File: src/rtl/div_pkg.sv
// Shared types and width constants for the sequential restoring divider.
package div_pkg;

    localparam int unsigned DVD_W = 12;
    localparam int unsigned DVR_W = 6;
    localparam int unsigned CNT_W = $clog2(DVD_W + 1);

    typedef enum logic [1:0] {
        IDLE = 2'd0,
        RUN  = 2'd1,
        DONE = 2'd2
    } state_t;

endpackage

File: src/rtl/seq_bin_div_if.sv
// Start/busy/done handshake and operand/result bus of the divider.
interface seq_bin_div_if;
    import div_pkg::*;

    logic             start;
    logic [DVD_W-1:0] dividend;
    logic [DVR_W-1:0] divisor;
    logic             busy;
    logic             done;
    logic [DVD_W-1:0] quotient;
    logic [DVR_W-1:0] remainder;
    logic             div_zero;

    modport master (
        output start, dividend, divisor,
        input  busy, done, quotient, remainder, div_zero
    );

    modport slave (
        input  start, dividend, divisor,
        output busy, done, quotient, remainder, div_zero
    );
endinterface

File: src/rtl/div_step.sv
// One restoring trial-subtract: keeps the difference when it does not borrow.
module div_step
    import div_pkg::*;
(
    input  logic [DVR_W:0]   e,
    input  logic [DVR_W-1:0] dvr,
    output logic [DVR_W-1:0] r_nxt_c,
    output logic             q_bit_c
);

    logic [DVR_W:0] dvr_ext_c;

    assign dvr_ext_c = {1'b0, dvr};
    assign q_bit_c   = (e >= dvr_ext_c);
    // Dropping the top bit is safe: a successful subtract of a non-zero divisor is below it.
    assign r_nxt_c   = q_bit_c ? DVR_W'(e - dvr_ext_c) : e[DVR_W-1:0];

endmodule

File: src/rtl/seq_bin_div.sv
// Sequential restoring unsigned divider, one quotient bit per clock.
// Optional `DIV_BZ_CHECK_EN: a zero divisor skips the iterations and flags div_zero.
module seq_bin_div
    import div_pkg::*;
(
    input  logic         clk,
    input  logic         rst_n,
    seq_bin_div_if.slave bus
);

    state_t           state;
    logic [DVD_W-1:0] q_reg;
    logic [DVR_W-1:0] r_reg;
    logic [DVR_W-1:0] dvr_reg;
    logic [CNT_W-1:0] cnt;
    logic             busy_r;
    logic             done_r;
    logic [DVD_W-1:0] quo_r;
    logic [DVR_W-1:0] rem_r;

    logic [DVR_W-1:0] r_step_c;
    logic             q_bit_c;
    logic [DVD_W-1:0] q_shift_c;

    div_step u_step (
        .e       ({r_reg, q_reg[DVD_W-1]}),
        .dvr     (dvr_reg),
        .r_nxt_c (r_step_c),
        .q_bit_c (q_bit_c)
    );

    assign q_shift_c = {q_reg[DVD_W-2:0], q_bit_c};

`ifdef DIV_BZ_CHECK_EN
    logic dz_r;
    assign bus.div_zero = dz_r;
`else
    assign bus.div_zero = 1'b0;
`endif

    always_ff @(posedge clk or negedge rst_n) begin
        if (!rst_n) begin
            state   <= IDLE;
            q_reg   <= '0;
            r_reg   <= '0;
            dvr_reg <= '0;
            cnt     <= '0;
            busy_r  <= 1'b0;
            done_r  <= 1'b0;
            quo_r   <= '0;
            rem_r   <= '0;
`ifdef DIV_BZ_CHECK_EN
            dz_r    <= 1'b0;
`endif
        end else begin
            done_r <= 1'b0;
            case (state)
                IDLE, DONE: begin
                    if (bus.start) begin
                        q_reg   <= bus.dividend;
                        r_reg   <= '0;
                        dvr_reg <= bus.divisor;
                        cnt     <= '0;
`ifdef DIV_BZ_CHECK_EN
                        if (bus.divisor == '0) begin
                            state  <= DONE;
                            done_r <= 1'b1;
                            quo_r  <= '1;
                            rem_r  <= '0;
                            dz_r   <= 1'b1;
                        end else
`endif
                        begin
                            state  <= RUN;
                            busy_r <= 1'b1;
                        end
                    end else begin
                        state <= IDLE;
                    end
                end
                RUN: begin
                    q_reg <= q_shift_c;
                    r_reg <= r_step_c;
                    cnt   <= cnt + CNT_W'(1);
                    // Last iteration: publish the finished result only.
                    if (cnt == CNT_W'(DVD_W - 1)) begin
                        state  <= DONE;
                        busy_r <= 1'b0;
                        done_r <= 1'b1;
                        quo_r  <= q_shift_c;
                        rem_r  <= r_step_c;
`ifdef DIV_BZ_CHECK_EN
                        dz_r   <= 1'b0;
`endif
                    end
                end
                default: state <= IDLE;
            endcase
        end
    end

    assign bus.busy      = busy_r;
    assign bus.done      = done_r;
    assign bus.quotient  = quo_r;
    assign bus.remainder = rem_r;

endmodule
File: src/flat_wrapper.sv
// flat-port wrapper written by rule: the top's interface ports become plain ports
module seq_bin_div_flat import div_pkg::*;
  (clk, rst_n, bus_start, bus_dividend, bus_divisor, bus_busy, bus_done, bus_quotient, bus_remainder, bus_div_zero);
  seq_bin_div_if bus_i ();
  input  logic clk;
  input  logic rst_n;
  input wire logic [$bits(bus_i.start)-1:0] bus_start;
  input wire logic [$bits(bus_i.dividend)-1:0] bus_dividend;
  input wire logic [$bits(bus_i.divisor)-1:0] bus_divisor;
  output wire logic [$bits(bus_i.busy)-1:0] bus_busy;
  output wire logic [$bits(bus_i.done)-1:0] bus_done;
  output wire logic [$bits(bus_i.quotient)-1:0] bus_quotient;
  output wire logic [$bits(bus_i.remainder)-1:0] bus_remainder;
  output wire logic [$bits(bus_i.div_zero)-1:0] bus_div_zero;
  assign bus_i.start = bus_start;
  assign bus_i.dividend = bus_dividend;
  assign bus_i.divisor = bus_divisor;
  assign bus_busy = bus_i.busy;
  assign bus_done = bus_i.done;
  assign bus_quotient = bus_i.quotient;
  assign bus_remainder = bus_i.remainder;
  assign bus_div_zero = bus_i.div_zero;
  seq_bin_div u_core (.clk(clk), .rst_n(rst_n), .bus(bus_i));
endmodule
File: config.mk
export PLATFORM = sky130hd
export DESIGN_NAME = seq_bin_div_flat
export DESIGN_NICKNAME = d
export VERILOG_FILES = /design/src/rtl/div_pkg.sv /design/src/rtl/seq_bin_div_if.sv /design/src/rtl/div_step.sv /design/src/rtl/seq_bin_div.sv /design/src/flat_wrapper.sv
export SDC_FILE = /design/constraint.sdc
export NUM_CORES = 1
export LEC_CHECK = 0
export ABC_AREA = 0
export BUFFER_PORTS_ARGS = -buffer_cell sky130_fd_sc_hd__buf_2
export CORE_ASPECT_RATIO = 0.8
export CORE_MARGIN = 2
export CORE_UTILIZATION = 45
export DETAILED_ROUTE_END_ITERATION = 10
export GPL_TIMING_DRIVEN = 0
export PLACE_DENSITY = 0.66
export SETUP_SLACK_MARGIN = 0.15
export SYNTH_ARGS = -nofsm -noshare
export SYNTH_HDL_FRONTEND = slang
export SYNTH_SLANG_ARGS = --single-unit
File: constraint.sdc
create_clock -name clk -period 2.75 [get_ports clk]
set_input_delay 0.1375 -clock clk [delete_from_list [all_inputs] [get_ports clk]]
set_output_delay 0.1375 -clock clk [all_outputs]
set_load 0.02 [all_outputs]
[Word-level counts from Yosys, hierarchy flattened]
Cells that the tools add are included.
Word-level totals
  register bits: 50
  bits in latches: 0
  bits in writable memories: 0
  ROM bits: 0
  logic and storage cells: 39
  memories: 0
Cells by class
  add/subtract/negate cells: 2
  multipliers: 0
  div/mod/pow operators: 0
  magnitude comparators: 1
  equal/unequal tests: 5
  shifts and indexed selects: 0
  multiplexer cells: 15
  bitwise operators: 0
  reductions and logical operators: 7
Operator list (count)
  one-hot mux 12 bit (2 select lines): 1
  2-to-1 mux 12 bit: 1
  2-to-1 mux 6 bit: 2
  one-hot mux 6 bit (2 select lines): 1
  one-hot mux 4 bit (2 select lines): 1
  greater-or-equal comparator 7 x 6 -> 1 bit: 1
  AND reduction 2 bit: 3
  subtractor 6 bit: 1
  2-to-1 mux 1 bit: 5
  adder 4 x 1 -> 4 bit (second input constant): 1
  == test 4 bit (second input constant): 1
  2-to-1 mux 4 bit: 1
  one-hot mux 2 bit (2 select lines): 1
  AND reduction 3 bit: 1
  == test 2 x 1 -> 1 bit (second input constant): 1
  == test 2 bit (second input constant): 1
  zero test 2 bit: 1
  2-to-1 mux 2 bit: 1
  != test 2 x 1 -> 1 bit (second input constant): 1
  != test 2 bit (second input constant): 1
  one-hot mux 1 bit (2 select lines): 1
  nonzero test 2 bit: 1
  OR reduction 2 bit: 1

[Depth between registers and ports, before layout]
  depth in word-level cells: 4
  gate-level depth with buffers: 9
  depth with buffers taken out: 9

[Hierarchy]
Synthesis repeated with hierarchy kept, for this count alone.
Second synthesis, totals
  cell total of the unflattened synthesis: 193
  area total of the unflattened synthesis: 2471.1 µm²
By module, submodules not included
  seq_bin_div: times used 1, cells an instance 148, area an instance 2087.0 µm²
  div_step: times used 1, cells an instance 45, area an instance 384.1 µm²

[Worst setup path before layout]
Ideal clock, no wire load.
  kind: register to register
  start point: reg u_core.r_reg[3]
  end point: reg u_core.rem_r[0], in the netlist u_core.bus.remainder[0]
  arrival: 1.852 ns
  data required time: 2.625 ns
  setup slack: 0.774 ns
  cell stages (with the launch flop): 8
  path buffers: 1
  period minus slack after synthesis: 1.976 ns
  path through: dfrtp_1 -> ha_1 -> a21o_1 -> a211o_1 -> a41o_1 -> buf_6 -> mux2i_1 -> mux2_2
Between the ends
  longest elaborated chain between the ends: 2
Ends and longest elaborated chain
  from (decl): line seq_bin_div.sv:13  | logic [DVR_W-1:0] r_reg;
  from (signal assigned): line seq_bin_div.sv:83  | r_reg <= r_step_c;
  greater-or-equal comparator 7 x 6 -> 1 bit: line div_step.sv:14  | assign q_bit_c = (e >= dvr_ext_c);
  2-to-1 mux 6 bit: line div_step.sv:16  | assign r_nxt_c = q_bit_c ? DVR_W'(e - dvr_ext_c) : e[DVR_W-1:0];
  to (signal assigned): line seq_bin_div.sv:91  | rem_r <= r_step_c;
  to (decl): line seq_bin_div.sv:19  | logic [DVR_W-1:0] rem_r;
Every way passes these cells.
A chain may end at the register's enable or synchronous reset.

[Worst setup path in the final report]
Ends and elaborated chain as after synthesis.

==> report_table.html <==
<table>
<tr><th>Metric</th><th>Value</th></tr>
<tr><th colspan="2">Worst setup path</th></tr>
<tr><td>Kind of start point of the critical path</td><td>flop</td></tr>
<tr><td>Category of the worst setup path capture point</td><td>flop</td></tr>
<tr><td>Crit Path Class</td><td>flop to flop</td></tr>
<tr><td>Data required time of the worst path</td><td>2.95 ns</td></tr>
<tr><td>Worst path arrival time</td><td>2.29 ns</td></tr>
<tr><td>Critical-path maximum fanout</td><td>9</td></tr>
<tr><th colspan="2">Die</th></tr>
<tr><td>Die Area</td><td>about 5500 um2</td></tr>
<tr><td>FP Rows</td><td>22</td></tr>
<tr><td>Effective utilization at floorplan</td><td>0.477</td></tr>
<tr><td>Core area</td><td>4680 um2</td></tr>
<tr><td>Vertical die dimension</td><td>67.0 um</td></tr>
<tr><td>Top Ports</td><td>between 40 and 50</td></tr>
<tr><td>DIE WIDTH</td><td>82.7 um</td></tr>
<tr><th colspan="2">Power and ir drop</th></tr>
<tr><td>Static Leakage</td><td>1.36 nW</td></tr>
<tr><td>Comb power frac</td><td>0.482</td></tr>
<tr><td>Clock network power share</td><td>0.145</td></tr>
<tr><td>Switching fraction of total power</td><td>0.413</td></tr>
<tr><td>Part of the power in registers</td><td>0.373</td></tr>
<tr><td>Cell internal pwr</td><td>slightly above 2 mW</td></tr>
<tr><td>Cell Pwr Density</td><td>1350 nW/um2</td></tr>
<tr><td>Peak supply drop</td><td>roughly 0.59 mV</td></tr>
<tr><td>Switching pwr</td><td>1.46 mW</td></tr>
<tr><th colspan="2">Worst hold path</th></tr>
<tr><td>Path type of the worst min-delay path</td><td>input port to asynchronous set/reset pin</td></tr>
<tr><th colspan="2">Detailed routing</th></tr>
<tr><td>1st-iter DRT viols</td><td>163</td></tr>
<tr><td>DRT Pass-1 Iters</td><td>4</td></tr>
<tr><td>Antenna-violating nets left</td><td>0</td></tr>
<tr><td>Routed length per placed instance</td><td>13.4 um</td></tr>
<tr><td>Post-detailed-routing wire length</td><td>4500 um</td></tr>
<tr><td>Via density</td><td>4.97</td></tr>
<tr><td>Via total after detailed routing</td><td>1676</td></tr>
<tr><td>Remaining design rule violation count</td><td>0</td></tr>
<tr><th colspan="2">Yosys</th></tr>
<tr><td>Flip-flop cell with the highest count after synthesis</td><td>sky130_fd_sc_hd__dfrtp_1</td></tr>
<tr><td>Synth Cell Area</td><td>2230 um2</td></tr>
<tr><td>Count of distinct cell types in the synthesized netlist</td><td>33</td></tr>
<tr><td>Number of flops mapped to enable cells by yosys</td><td>0</td></tr>
<tr><td>Avg Inst Size Synth</td><td>9.74 um2</td></tr>
<tr><td>Ys Warns</td><td>0</td></tr>
<tr><td>Most frequent cell after synthesis</td><td>sky130_fd_sc_hd__nand2_1</td></tr>
<tr><td>Post-Synthesis Cells</td><td>229</td></tr>
<tr><td>Most instantiated cells after synthesis</td><td>sky130_fd_sc_hd__nand2_1, sky130_fd_sc_hd__dfrtp_1, sky130_fd_sc_hd__o21ai_0</td></tr>
<tr><td>Post-Synthesis Net Count</td><td>about 260</td></tr>
<tr><td>Register area share after synthesis</td><td>0.561</td></tr>
<tr><td>Flip-flop and latch count after synthesis</td><td>50</td></tr>
<tr><td>Leading post-synthesis cells by cell area</td><td>sky130_fd_sc_hd__dfrtp_1, sky130_fd_sc_hd__nand2_1, sky130_fd_sc_hd__ha_1</td></tr>
<tr><td>Library cell occupying the most area in the post-synthesis netlist</td><td>sky130_fd_sc_hd__dfrtp_1</td></tr>
<tr><td>Portion of synthesized cell area occupied by the leading cell type</td><td>0.561</td></tr>
<tr><td>Fraction of registers with async set/reset</td><td>1.00</td></tr>
<tr><th colspan="2">Final layout</th></tr>
<tr><td>Combined area of the multi-input logic cells</td><td>886 um2</td></tr>
<tr><td>Fill cell total of the finished layout</td><td>roughly 440</td></tr>
<tr><td>Post-route cell area</td><td>2620 um2</td></tr>
<tr><td>Sequential Area</td><td>1250 um2</td></tr>
<tr><td>Layout cells sized above 1</td><td>0.206</td></tr>
<tr><td>Final #Nets</td><td>306</td></tr>
<tr><td>Number of antenna repair diodes</td><td>0</td></tr>
<tr><td>Area added between synthesis and finish</td><td>17.2%</td></tr>
<tr><th colspan="2">STA</th></tr>
<tr><td>Relative max-transition margin</td><td>0.272</td></tr>
<tr><td>Setup repair after global routing missed its margin</td><td>no</td></tr>
<tr><td>Max Slew Vio Count</td><td>0</td></tr>
<tr><td>Part of the cycle the worst path needs</td><td>0.760</td></tr>
<tr><td>Final hold violation count</td><td>0</td></tr>
<tr><td>Time the final worst path needs with I/O delays and setup</td><td>2.09 ns</td></tr>
<tr><td>Total negative slack for setup checks</td><td>0 ns</td></tr>
<tr><td>Worst-Margin Slew</td><td>1.09 ns</td></tr>
<tr><td>Final clock skew</td><td>0.0101 ns</td></tr>
<tr><td>Highest clock frequency the design can meet</td><td>roughly 0.48 GHz</td></tr>
<tr><td>Setup Viol. Count Final</td><td>0</td></tr>
<tr><th colspan="2">Status</th></tr>
<tr><td>Run status</td><td>complete, no violations</td></tr>
<tr><th colspan="2">Global routing</th></tr>
<tr><td>GRT Resource Usage Total</td><td>0.185</td></tr>
<tr><td>Pin count of the biggest net entering global routing</td><td>51</td></tr>
<tr><td>Total grt overflow</td><td>0</td></tr>
<tr><td>Wire length of the first global-routing pass</td><td>around 7500 um</td></tr>
<tr><td>Antenna violations before repair</td><td>0</td></tr>
<tr><td>Vias in the first global route</td><td>1601</td></tr>
<tr><th colspan="2">CTS</th></tr>
<tr><td>Clock buffers created by TritonCTS</td><td>5</td></tr>
<tr><td>Number of H-tree levels</td><td>2</td></tr>
<tr><td>Clk Latency, worst-skew pair</td><td>0.30 ns</td></tr>
<tr><td>Post-cts repair resize count</td><td>0</td></tr>
<tr><td>Clock transition at path regs</td><td>0.10 ns</td></tr>
<tr><td>Number of hold-repair buffers added at the cts stage</td><td>0</td></tr>
<tr><td># Post-CTS Setup Buffers</td><td>0</td></tr>
<tr><td>Total clock sinks</td><td>50</td></tr>
<tr><td>TritonCTS clock tree</td><td>done</td></tr>
<tr><td>CTS max path bufs</td><td>2</td></tr>
<tr><td>Clock Tree Root</td><td>sky130_fd_sc_hd__clkbuf_8</td></tr>
<tr><th colspan="2">Run</th></tr>
<tr><td>Number of maximum-capacitance constraint violations</td><td>0</td></tr>
<tr><th colspan="2">Placed design</th></tr>
<tr><td>Count of port buffers added during placement</td><td>40</td></tr>
<tr><td>Post-DP HPWL</td><td>approximately 3200 um</td></tr>
<tr><td>Placer Congestion</td><td>~0.76</td></tr>
<tr><td>DP Area</td><td>2510 um2</td></tr>
</table>
==> cell usage in the layout, fill, tap and decap left out, drive strengths merged <==
cell	n
and3b	1
xor2	3
a31oi	1
nand2b	2
nor2b	3
a21o	2
xnor2	1
dfrtp	50
o21ai	20
clkbuf	11
nand3b	1
mux2	1
a21oi	2
o31a	2
buf	45
nor3	1
fa	1
nand4	1
a221o	1
inv	10
bufinv	1
a22oi	11
ha	8
a211o	1
nand3	2
mux2i	5
nor2	3
clkinv	2
a41o	1
nand2	81
conb	1
a22o	2
==> cell type report <==
class                   count  share of cell area
repair buffers             40              0.0766
multi-input cells         158               0.339
well taps                  60              0.0287
inverters                  10              0.0144
clock inverters             3              0.0153
plain buffers              11              0.0215
clock buffers               5              0.0263
flip-flops and latches     50               0.478
==> power by group through the flow <==
stage	combinational, mW	clock (mW)	sequential, mW
global route	1.95	0.549	1.37
finish	1.71	0.512	1.32
global placement	1.68	0	1.32
CTS	1.72	0.520	1.32
floorplan	1.12	0	1.47
detailed placement	1.72	0	1.33
==> cell families after synthesis <==
kind of cell	count (synthesis)	synth area share
compound gates	43	0.126
xor+xnor	4	0.0157
fa+ha+maj	9	0.0538
buf+inv	21	0.0421
flops	50	0.561
mux	6	0.0275
other cells	1	0.00168
simple gates	95	0.172
==> critical path: stages, from the launching register on <==
cell                      delay, ns
sky130_fd_sc_hd__dfrtp_1       0.41
sky130_fd_sc_hd__ha_1          0.34
sky130_fd_sc_hd__a21o_1        0.19
sky130_fd_sc_hd__a211o_1       0.29
sky130_fd_sc_hd__a41o_1        0.21
sky130_fd_sc_hd__buf_6         0.14
sky130_fd_sc_hd__mux2i_1       0.13
sky130_fd_sc_hd__mux2_2        0.27
==> metal layers <==
layer	up-vias	GRT usage	share of wire
li1	849	-	-
met1	783	0.283	0.52
met2	40	0.260	0.41
met3	4	0.0407	0.057
met4	0	0.0574	0.0078
met5	-	0	0
==> stage by stage <==
stage / setup WS, ns / total power, mW / instances / hold WS, ns / utilization
2_1_floorplan: 0.774 / 2.59 / 229 / -0.158 / -
3_3_place_gp: 0.690 / 3.01 / 329 / 0.341 / 0.536
3_5_place_dp: 0.679 / 3.06 / 329 / 0.351 / 0.536
4_1_cts: 0.660 / 3.57 / 337 / 0.0342 / 0.559
5_1_grt: 0.441 / 3.87 / 337 / 0.0394 / 0.559
6_report: 0.661 / 3.54 / 337 / 0.0323 / 0.559
==> path summary, 6_finish.rpt <==
check	start	to	slack, ns	cells after the start
setup reg to reg	u_core.r_reg[3]	u_core.bus.remainder[0]	0.66	7
setup / recovery	u_core.r_reg[3]	u_core.bus.remainder[0]	0.66	7
hold reg to reg	u_core.bus.quotient[7]	u_core.bus.quotient[7]	0.47	2
hold / removal	rst_n	u_core.bus.remainder[3]	0.03	1
min in group clk	bus_dividend[6]	u_core.q_reg[6]	0.04	3
max in group asynchronous	rst_n	u_core.r_reg[4]	2.04	1
(Power assumes the default switching activity.)
